==> src/rtl/bram_portb_arbiter_if.sv <==
// ============================================================================
// Module  : bram_portb_arbiter_if
// Brief   : Bundle of VGA read, keyboard write and BRAM port-b signals.
// Revision: 1.0
// ============================================================================
`default_nettype none

interface bram_portb_arbiter_if #(
    parameter int WIDTH      = 16,
    parameter int ADDR_WIDTH = 10,
    parameter int FIFO_DEPTH = 4
);
    localparam int c_CNT_W = $clog2(FIFO_DEPTH) + 1;

    logic                  vga_req;
    logic [ADDR_WIDTH-1:0] vga_addr;
    logic                  vga_gnt;
    logic [WIDTH-1:0]      vga_rdata;
    logic                  vga_rvalid;
    logic                  kb_wr_valid;
    logic [ADDR_WIDTH-1:0] kb_wr_addr;
    logic [WIDTH-1:0]      kb_wr_data;
    logic                  kb_wr_ready;
    logic [ADDR_WIDTH-1:0] mem_addr_b;
    logic [WIDTH-1:0]      mem_data_b;
    logic                  mem_we_b;
    logic [WIDTH-1:0]      mem_q_b;
    logic [c_CNT_W-1:0]    fifo_count;
    logic                  overflow;

    modport slave (
        input  vga_req, vga_addr, kb_wr_valid, kb_wr_addr, kb_wr_data, mem_q_b,
        output vga_gnt, vga_rdata, vga_rvalid, kb_wr_ready,
               mem_addr_b, mem_data_b, mem_we_b, fifo_count, overflow
    );

    modport master (
        output vga_req, vga_addr, kb_wr_valid, kb_wr_addr, kb_wr_data, mem_q_b,
        input  vga_gnt, vga_rdata, vga_rvalid, kb_wr_ready,
               mem_addr_b, mem_data_b, mem_we_b, fifo_count, overflow
    );
endinterface

`default_nettype wire

==> src/rtl/bram_portb_arbiter.sv <==
// ============================================================================
// Module  : bram_portb_arbiter
// Brief   : BRAM port-b arbiter: VGA reads first, buffered keyboard writes
//           drained into free slots with a starvation guarantee.
// Revision: 1.0
// ============================================================================
`default_nettype none

module bram_portb_arbiter #(
    parameter int WIDTH        = 16,
    parameter int ADDR_WIDTH   = 10,
    parameter int FIFO_DEPTH   = 4,
    parameter int STARVE_LIMIT = 8
) (
    input wire                 clk,
    input wire                 rst_n,
    bram_portb_arbiter_if.slave bus
);
    localparam int c_PTR_W = $clog2(FIFO_DEPTH);
    localparam int c_CNT_W = c_PTR_W + 1;
    localparam int c_STV_W = $clog2(STARVE_LIMIT + 1);
    localparam logic [c_CNT_W-1:0] c_DEPTH      = c_CNT_W'(FIFO_DEPTH);
    localparam logic [c_STV_W-1:0] c_STARVE_MAX = c_STV_W'(STARVE_LIMIT);

    localparam logic [1:0] c_SLOT_IDLE = 2'd0;
    localparam logic [1:0] c_SLOT_VGA  = 2'd1;
    localparam logic [1:0] c_SLOT_KB   = 2'd2;

    logic [ADDR_WIDTH-1:0] r_fifo_addr [FIFO_DEPTH];
    logic [WIDTH-1:0]      r_fifo_data [FIFO_DEPTH];
    logic [c_PTR_W-1:0]    r_wr_ptr;
    logic [c_PTR_W-1:0]    r_rd_ptr;
    logic [c_CNT_W-1:0]    r_count;
    logic [c_STV_W-1:0]    r_starve;
    logic                  r_ready;
    logic                  r_overflow;
    logic                  r_gnt;
    logic                  r_rvalid;
    logic [WIDTH-1:0]      r_rdata;
    logic [ADDR_WIDTH-1:0] r_addr;
    logic [WIDTH-1:0]      r_data;
    logic                  r_we;

    logic                  w_empty;
    logic                  w_force;
    logic [1:0]            w_slot;
    logic                  w_push;
    logic                  w_pop;
    logic [c_CNT_W-1:0]    w_count_nxt;
    logic [c_STV_W-1:0]    w_starve_nxt;

    always_comb begin
        w_empty = (r_count == '0);
        w_force = !w_empty && (r_starve == c_STARVE_MAX);

        w_slot = c_SLOT_IDLE;
        if (!w_empty && (!bus.vga_req || w_force)) begin
            w_slot = c_SLOT_KB;
        end else if (bus.vga_req) begin
            w_slot = c_SLOT_VGA;
        end

        w_push = bus.kb_wr_valid && r_ready;
        w_pop  = (w_slot == c_SLOT_KB);

        w_count_nxt = r_count;
        case ({w_push, w_pop})
            2'b10:   w_count_nxt = r_count + c_CNT_W'(1);
            2'b01:   w_count_nxt = r_count - c_CNT_W'(1);
            default: w_count_nxt = r_count;
        endcase

        // Only VGA grants taken while writes are waiting count toward starvation
        w_starve_nxt = r_starve;
        if (w_pop || w_empty) begin
            w_starve_nxt = '0;
        end else if ((w_slot == c_SLOT_VGA) && (r_starve != c_STARVE_MAX)) begin
            w_starve_nxt = r_starve + c_STV_W'(1);
        end
    end

    // Storage needs no reset: occupancy and pointers define validity
    always_ff @(posedge clk) begin
        if (w_push) begin
            r_fifo_addr[r_wr_ptr] <= bus.kb_wr_addr;
            r_fifo_data[r_wr_ptr] <= bus.kb_wr_data;
        end
    end

    always_ff @(posedge clk or negedge rst_n) begin
        if (!rst_n) begin
            r_wr_ptr   <= '0;
            r_rd_ptr   <= '0;
            r_count    <= '0;
            r_starve   <= '0;
            r_ready    <= 1'b0;
            r_overflow <= 1'b0;
            r_gnt      <= 1'b0;
            r_rvalid   <= 1'b0;
            r_rdata    <= '0;
            r_addr     <= '0;
            r_data     <= '0;
            r_we       <= 1'b0;
        end else begin
            if (w_push) begin
                r_wr_ptr <= r_wr_ptr + c_PTR_W'(1);
            end
            if (w_pop) begin
                r_rd_ptr <= r_rd_ptr + c_PTR_W'(1);
            end
            r_count  <= w_count_nxt;
            r_starve <= w_starve_nxt;
            r_ready  <= (w_count_nxt != c_DEPTH);
            if (bus.kb_wr_valid && (r_count == c_DEPTH)) begin
                r_overflow <= 1'b1;
            end

            // BRAM samples the address on the falling edge, data is back here
            r_rvalid <= r_gnt;
            if (r_gnt) begin
                r_rdata <= bus.mem_q_b;
            end

            r_gnt <= (w_slot == c_SLOT_VGA);
            r_we  <= (w_slot == c_SLOT_KB);
            case (w_slot)
                c_SLOT_VGA: r_addr <= bus.vga_addr;
                c_SLOT_KB: begin
                    r_addr <= r_fifo_addr[r_rd_ptr];
                    r_data <= r_fifo_data[r_rd_ptr];
                end
                default: ;
            endcase
        end
    end

    assign bus.vga_gnt     = r_gnt;
    assign bus.vga_rdata   = r_rdata;
    assign bus.vga_rvalid  = r_rvalid;
    assign bus.kb_wr_ready = r_ready;
    assign bus.mem_addr_b  = r_addr;
    assign bus.mem_data_b  = r_data;
    assign bus.mem_we_b    = r_we;
    assign bus.fifo_count  = r_count;
    assign bus.overflow    = r_overflow;

endmodule

`default_nettype wire

==> src/flat_wrapper.sv <==
// flat-port wrapper written by rule: the top's interface ports become plain ports
module bram_portb_arbiter_flat 
#(
    parameter int WIDTH        = 16,
    parameter int ADDR_WIDTH   = 10,
    parameter int FIFO_DEPTH   = 4,
    parameter int STARVE_LIMIT = 8
)
  (clk, rst_n, bus_vga_req, bus_vga_addr, bus_kb_wr_valid, bus_kb_wr_addr, bus_kb_wr_data, bus_mem_q_b, bus_vga_gnt, bus_vga_rdata, bus_vga_rvalid, bus_kb_wr_ready, bus_mem_addr_b, bus_mem_data_b, bus_mem_we_b, bus_fifo_count, bus_overflow);
  bram_portb_arbiter_if #(.WIDTH(WIDTH), .ADDR_WIDTH(ADDR_WIDTH), .FIFO_DEPTH(FIFO_DEPTH)) bus_i ();
  input wire clk;
  input wire rst_n;
  input wire logic [$bits(bus_i.vga_req)-1:0] bus_vga_req;
  input wire logic [$bits(bus_i.vga_addr)-1:0] bus_vga_addr;
  input wire logic [$bits(bus_i.kb_wr_valid)-1:0] bus_kb_wr_valid;
  input wire logic [$bits(bus_i.kb_wr_addr)-1:0] bus_kb_wr_addr;
  input wire logic [$bits(bus_i.kb_wr_data)-1:0] bus_kb_wr_data;
  input wire logic [$bits(bus_i.mem_q_b)-1:0] bus_mem_q_b;
  output wire logic [$bits(bus_i.vga_gnt)-1:0] bus_vga_gnt;
  output wire logic [$bits(bus_i.vga_rdata)-1:0] bus_vga_rdata;
  output wire logic [$bits(bus_i.vga_rvalid)-1:0] bus_vga_rvalid;
  output wire logic [$bits(bus_i.kb_wr_ready)-1:0] bus_kb_wr_ready;
  output wire logic [$bits(bus_i.mem_addr_b)-1:0] bus_mem_addr_b;
  output wire logic [$bits(bus_i.mem_data_b)-1:0] bus_mem_data_b;
  output wire logic [$bits(bus_i.mem_we_b)-1:0] bus_mem_we_b;
  output wire logic [$bits(bus_i.fifo_count)-1:0] bus_fifo_count;
  output wire logic [$bits(bus_i.overflow)-1:0] bus_overflow;
  assign bus_i.vga_req = bus_vga_req;
  assign bus_i.vga_addr = bus_vga_addr;
  assign bus_i.kb_wr_valid = bus_kb_wr_valid;
  assign bus_i.kb_wr_addr = bus_kb_wr_addr;
  assign bus_i.kb_wr_data = bus_kb_wr_data;
  assign bus_i.mem_q_b = bus_mem_q_b;
  assign bus_vga_gnt = bus_i.vga_gnt;
  assign bus_vga_rdata = bus_i.vga_rdata;
  assign bus_vga_rvalid = bus_i.vga_rvalid;
  assign bus_kb_wr_ready = bus_i.kb_wr_ready;
  assign bus_mem_addr_b = bus_i.mem_addr_b;
  assign bus_mem_data_b = bus_i.mem_data_b;
  assign bus_mem_we_b = bus_i.mem_we_b;
  assign bus_fifo_count = bus_i.fifo_count;
  assign bus_overflow = bus_i.overflow;
  bram_portb_arbiter #(.WIDTH(WIDTH), .ADDR_WIDTH(ADDR_WIDTH), .FIFO_DEPTH(FIFO_DEPTH), .STARVE_LIMIT(STARVE_LIMIT)) u_core (.clk(clk), .rst_n(rst_n), .bus(bus_i));
endmodule
==> config.mk <==
export PLATFORM = sky130hd
export DESIGN_NAME = bram_portb_arbiter_flat
export DESIGN_NICKNAME = d
export VERILOG_FILES = /design/src/rtl/bram_portb_arbiter_if.sv /design/src/rtl/bram_portb_arbiter.sv /design/src/flat_wrapper.sv
export SDC_FILE = /design/constraint.sdc
export NUM_CORES = 1
export LEC_CHECK = 0
export ABC_AREA = 1
export BUFFER_PORTS_ARGS = -buffer_cell sky130_fd_sc_hd__buf_4
export CORE_UTILIZATION = 30
export DETAILED_ROUTE_END_ITERATION = 12
export PLACE_DENSITY = 0.51
export REMOVE_ABC_BUFFERS = 1
export SETUP_SLACK_MARGIN = 0.5
export SLEW_MARGIN = 20
export SYNTH_ARGS = -nofsm -noshare
export SYNTH_HDL_FRONTEND = slang
export SYNTH_SLANG_ARGS = --single-unit
==> constraint.sdc <==
create_clock -name clk -period 2.45 [get_ports clk]
set_clock_uncertainty 0.1 [all_clocks]
set_input_delay 0.3675 -clock clk [delete_from_list [all_inputs] [get_ports clk]]
set_output_delay 0.3675 -clock clk [all_outputs]
set_load 0.01 [all_outputs]
# Yosys cells after proc, flatten, opt, wreduce, memory -nomap -nowiden

Memories as Yosys holds them, arrays and structs flattened. A register that Yosys moved wholly into a read port is not among the register bits.
Index checks and enable logic that the tools add are counted.

Bits in writable memories: 104
Bits in latches: 0
Bits in registers: 42
Logic and storage cells: 47
Memories: 2
ROM bits: 0

Memory list:

| name               | words | bits a word | rd ports | clocked after memory_dff | write ports | RTL line                 | RTL |
|---|---|---|---|---|---|---|---|
| u_core.r_fifo_data | 4     | 16          | 1        | 1                        | 1           | bram_portb_arbiter.sv:30 | `logic [WIDTH-1:0] r_fifo_data [FIFO_DEPTH];` |
| u_core.r_fifo_addr | 4     | 10          | 1        | 0                        | 1           | bram_portb_arbiter.sv:29 | `logic [ADDR_WIDTH-1:0] r_fifo_addr [FIFO_DEPTH];` |

$lt $le $gt $ge: 0
Reductions and logical operators: 13
$add $sub $neg: 5
Shifts and indexed selects: 0
Div/mod/pow operators: 0
Equal/unequal tests: 8
Bitwise gates (word level): 0
$mul: 0
Multiplexer cells: 8

Operator list:

| cell                                                                   | number |
|---|---|
| 10-bit case mux with 2 select lines                                    | 1 |
| 4-bit 2-to-1 mux                                                       | 2 |
| 3-bit case mux with 2 select lines                                     | 1 |
| 1-bit logical AND                                                      | 5 |
| 2-bit by 1-bit adder with 2-bit output (second input constant)         | 2 |
| 4-bit by 1-bit adder with 4-bit output (second input constant)         | 1 |
| 2-bit by 1-bit equality test with 1-bit output (second input constant) | 2 |
| 2-bit equality test (second input constant)                            | 2 |
| 4-bit equality test (second input constant)                            | 1 |
| 4-bit inequality test (second input constant)                          | 1 |
| 2-bit nonzero test                                                     | 2 |
| 3-bit by 1-bit adder with 3-bit output (second input constant)         | 1 |
| 3-bit equality test (second input constant)                            | 1 |
| 1-bit logical NOT                                                      | 3 |
| 3-bit logical NOT                                                      | 1 |
| 1-bit 2-to-1 mux                                                       | 3 |
| 3-bit inequality test (second input constant)                          | 1 |
| 3-bit by 1-bit subtractor with 3-bit output (second input constant)    | 1 |
| 1-bit logical OR                                                       | 2 |
| 2-bit 2-to-1 mux                                                       | 1 |

# Longest topological paths before layout

Depth after elaboration: 10
Gate-level depth with buffers: 16
Gate-level depth less buffers: 14

# Least setup slack after synthesis

OpenSTA, ideal clock, no wires.

Path kind: register to register
Start point: reg u_core.r_wr_ptr[0]
End point: mem u_core.r_fifo_addr[2][0] (enable)
Library setup time: 0.409 ns
Period minus slack after synthesis: 2.282 ns
Slack: 0.168 ns
Arrival time: 1.773 ns
Cell stages (with the launch flop): 5
Path buffers: 0
Cell sequence: dfrtp_1 inv_1 ha_1 inv_1 nor2_1

RTL lines:

| element                | RTL line                  | RTL |
|---|---|---|
| from (decl)            | bram_portb_arbiter.sv:31  | `logic [c_PTR_W-1:0] r_wr_ptr;` |
| from (signal assigned) | bram_portb_arbiter.sv:106 | `r_wr_ptr <= r_wr_ptr + c_PTR_W'(1);` |
| to (decl)              | bram_portb_arbiter.sv:29  |  |

Straight into the memory's write port.

# Final worst setup path

Start point: reg u_core.r_starve[1]
End point: reg u_core.r_ready, in the netlist u_core.bus.kb_wr_ready

Longest elaborated chain between the ends: 9
Elaborated cells between the ends (all ways): 10

RTL lines:

| element                                                                               | RTL line                  | RTL |
|---|---|---|
| from (decl)                                                                           | bram_portb_arbiter.sv:34  | `logic [c_STV_W-1:0] r_starve;` |
| from (signal assigned)                                                                | bram_portb_arbiter.sv:112 | `r_starve <= w_starve_nxt;` |
| 4-bit equality test *                                                                 | bram_portb_arbiter.sv:54  | `w_force = !w_empty && (r_starve == c_STARVE_MAX);` |
| 1-bit logical AND *                                                                   | bram_portb_arbiter.sv:54  |  |
| 1-bit logical OR *                                                                    | bram_portb_arbiter.sv:57  | `if (!w_empty && (!bus.vga_req \|\| w_force)) begin` |
| 1-bit logical AND *                                                                   | bram_portb_arbiter.sv:57  |  |
| 2-bit 2-to-1 mux *                                                                    | bram_portb_arbiter.sv:57  |  |
| 2-bit equality test *                                                                 | bram_portb_arbiter.sv:64  | `w_pop = (w_slot == c_SLOT_KB);` |
| 2-bit by 1-bit equality test with 1-bit output or 2-bit equality test (tied branches) | bram_portb_arbiter.sv:67  | `case ({w_push, w_pop})` |
| 3-bit case mux with 2 select lines *                                                  | bram_portb_arbiter.sv:67  |  |
| net u_core.w_count_nxt[2]                                                             | bram_portb_arbiter.sv:49  | `logic [c_CNT_W-1:0] w_count_nxt;` |
| 3-bit inequality test *                                                               | bram_portb_arbiter.sv:113 | `r_ready <= (w_count_nxt != c_DEPTH);` |
| to (signal assigned)                                                                  | bram_portb_arbiter.sv:113 |  |
| to (decl)                                                                             | bram_portb_arbiter.sv:35  | `logic r_ready;` |

Mark *: on every way through the listed nets, which the timed path passes. The rest lies on a longest branch.
A chain may end at the register's enable or synchronous reset.

==> metrics.yaml <==
drc: 0
leakage_nw: 3.42
path_delay_family: "adder cells"
post_drt_wl_per_cell_um: 15.3
yosys_warnings: 0
die_area_um2: 21800
nNetsFinal: 712
ys_seq_elements: 162
drive_above_1_share: 0.278
place.gp.congestion: 0.704
die_w_um: 148
report.final.slew_viol_count: 0
slew_headroom: 0.481
hold_class: "input pin to register"
required_ps: 2660
stdcell_count: 931
final_util: 0.398
ys_seq_area_frac: 0.717
post_synth.cell_area_avg_um2: 12.1
grt-ovfl-total: 0
worst_pin_slew_ps: 778
diodes: 0
muxShareOfSynthArea: 0.0283
first_iter_violations: 157
min_period_over_period: 0.836
clk_pin_slew_ps: 60
numCtsBuffers: 17
cp-start-kind: "register"
dp_slack_ps: 315
core.rowCount: 52
powerDensity_nw_per_um2: 1190
hold_depth: 1
cts.sinks: 162
place_area_um2: 7460
dp_hpwl_um: 8450
synth_compound_area_frac: 0.0445
clockBufferDepth: 2
clk-insertion-delay-late_ps: 420
min_period_ps: 2050
first_pass_iters: 4
critPathArrivalTime_ps: 2260
cp_slowest_cell: "dfrtp_1"
reg2regPathDepth: 14
cp_slowest_stage_delay_ps: 380
regToRegSetupSlack_ps: 400
syn_inst: 526
synthToLayoutAreaGrowth_pct: 28.3
port_buffers: 105
num_vias: 4143
path_max_fanout: 3
antenna_left: 0
antenna_found_initial: 0
cp_common_cell: "nand2_1"
tritoncts: "built"
finalWorstSetupSlack_ps: 401
grt_pass1_wl_um: 22500
yosys.area_share.simple: 0.142
cp_num_buf_inv: 3
finalHoldViolCount: 0
synth.distinct_cells: 27
final.setup.tns_ps: 0
grt_max_degree: 59
synth_top_family_by_area: "simple AND/OR/NAND/NOR gates"
status: "complete, no violations"
grt.total_usage: 0.140
critPathCaptureType: "register"
htree_levels: 4
vias_per_cell: 4.45
hold_ws_ps: 40.0
path_cells: "inv_1 -> ha_2 -> nand3_2 -> nand2_1 -> nand2_2 -> inv_2 -> ha_4 -> inv_4 -> fa_2 -> nor2_1 -> nor2_1 -> nand2_1 -> xor2_2 -> nand2_1"
synth_area_um2: 6380
dp.cells: 887
core-area_um2: 20600
critPathKind: "register to register"
die_h_um: 148
rsz0062_at_grt: "true"
fmax_ghz: 0.488
crit_cells: 14
grt_pass1_vias: 4291
yosys.area_share.xor_xnor: 0.00824
final_area_um2: 8180
io-pin-count: 106
total_power_mw: 9.74
irDropWorstVdd_mv: 0.653
synth-adder-area-share: 0.0169
synth_edf_count: 104
async_flop_share: 0.358
start_util: 0.310
setup_violations: 0
cts-root-buf: "clkbuf_16"
synthFlopType: "edfxtp_1"
num-fill-cells: 2013
drt-total-wl_um: 14300
drv_cap: 0
[what timing repair did]
| item | 4_1_cts | 5_1_grt |
|---|---|---|
| setup endpoints to repair | 3 | 31 |
| gates resized for setup | 6 | 9 |
| hold buffers | 1 | 0 |
| buffers inserted | 6 | 5 |
| pin swaps | 0 | 2 |
| endpoints found under the hold margin | 58 | 0 |
[layout by cell type, fill, tap and decap left out, drive strengths merged, types with 25 or more instances in the layout]
cell,netlist,routed
buf,23,127
clkbuf,2,25
dfrtp,58,58
edfxtp,104,104
inv,27,27
nand2,148,148
nand3,34,34
nor2,46,46
o21ai,34,34
[cell usage after synthesis, drive strengths merged, types with 2 or more instances]
| library cell | n | area, um^2 |
|---|---|---|
| nand2 | 148 | 558 |
| edfxtp | 104 | 3120 |
| dfrtp | 58 | 1450 |
| nor2 | 46 | 178 |
| nand3 | 34 | 170 |
| o21ai | 34 | 170 |
| inv | 27 | 104 |
| buf | 23 | 151 |
| mux2 | 16 | 180 |
| o22ai | 16 | 100 |
| ha | 7 | 87.6 |
| xor2 | 4 | 35.0 |
| clkbuf | 2 | 8.75 |
| clkinv | 2 | 8.75 |
| xnor2 | 2 | 17.5 |
[registers in the layout, indices dropped and copies added (netlist names)]
name / count
u_core.bus.overflow: 1
u_core.r_fifo_data: 64
u_core.bus.vga_gnt: 1
u_core.bus.mem_data_b: 16
u_core.bus.mem_addr_b: 10
u_core.bus.vga_rdata: 16
u_core.r_wr_ptr: 2
u_core.r_starve: 4
u_core.bus.vga_rvalid: 1
u_core.bus.kb_wr_ready: 1
u_core.r_rd_ptr: 2
u_core.bus.mem_we_b: 1
u_core.r_fifo_addr: 40
u_core.bus.fifo_count: 3
[worst reg2reg max path, delay by kind of cell, from the launching register on]
kind,cells,cell delay (ps)
adders and majority gates,3,630
and+or+nand+nor,7,480
DFF,1,380
buffers and inverters,3,180
xor gates and xnor gates,1,150
[layer usage]
layer	GRT usage	share of wire	vias up	wire [um]
met1	0.169	0.45	1988	6480
li1	-	-	2021	-
met4	0.0634	0.019	0	267
met2	0.235	0.48	116	6860
met5	0	0	-	0
met3	0.0361	0.047	18	677
[logic make-up after synthesis]
kind of cell	after synthesis
and+or+nand+nor	228
DFF	162
buffers and inverters	54
AOI/OAI and AO/OA	52
muxes	16
adders and majority gates	8
xor gates and xnor gates	6
[where the power goes]
group          internal (mW)  total, mW  switching (mW)
clock network           1.62       2.59           0.971
registers               3.67       4.04           0.376
logic                   1.29       3.11            1.82
total                   6.57       9.74            3.17
[worst paths after layout]
check	from	to
max	u_core.r_starve[1]$_DFFE_PN0P_	u_core.bus.kb_wr_ready$_DFF_PN0_
min	bus_kb_wr_addr[1]	u_core.r_fifo_addr[0][1]$_DFFE_PP_
max reg2reg	u_core.r_starve[1]$_DFFE_PN0P_	u_core.bus.kb_wr_ready$_DFF_PN0_
min reg2reg	u_core.bus.overflow$_DFFE_PN0P_	u_core.bus.overflow$_DFFE_PN0P_
max in group asynchronous	rst_n	u_core.r_rd_ptr[0]$_DFFE_PN0N_
min in group asynchronous	rst_n	u_core.bus.kb_wr_ready$_DFF_PN0_
[cell type report]
cell class,count,area (um^2),area share
sequential,162,4580,0.559
clock buffer,25,465,0.0569
multi-input combinational,310,1600,0.195
tap,270,338,0.0413
clock inverter,7,108,0.0132
timing repair buffer,128,980,0.120
inverter,29,118,0.0144
Note: power is estimated with default switching activity, not from simulation.
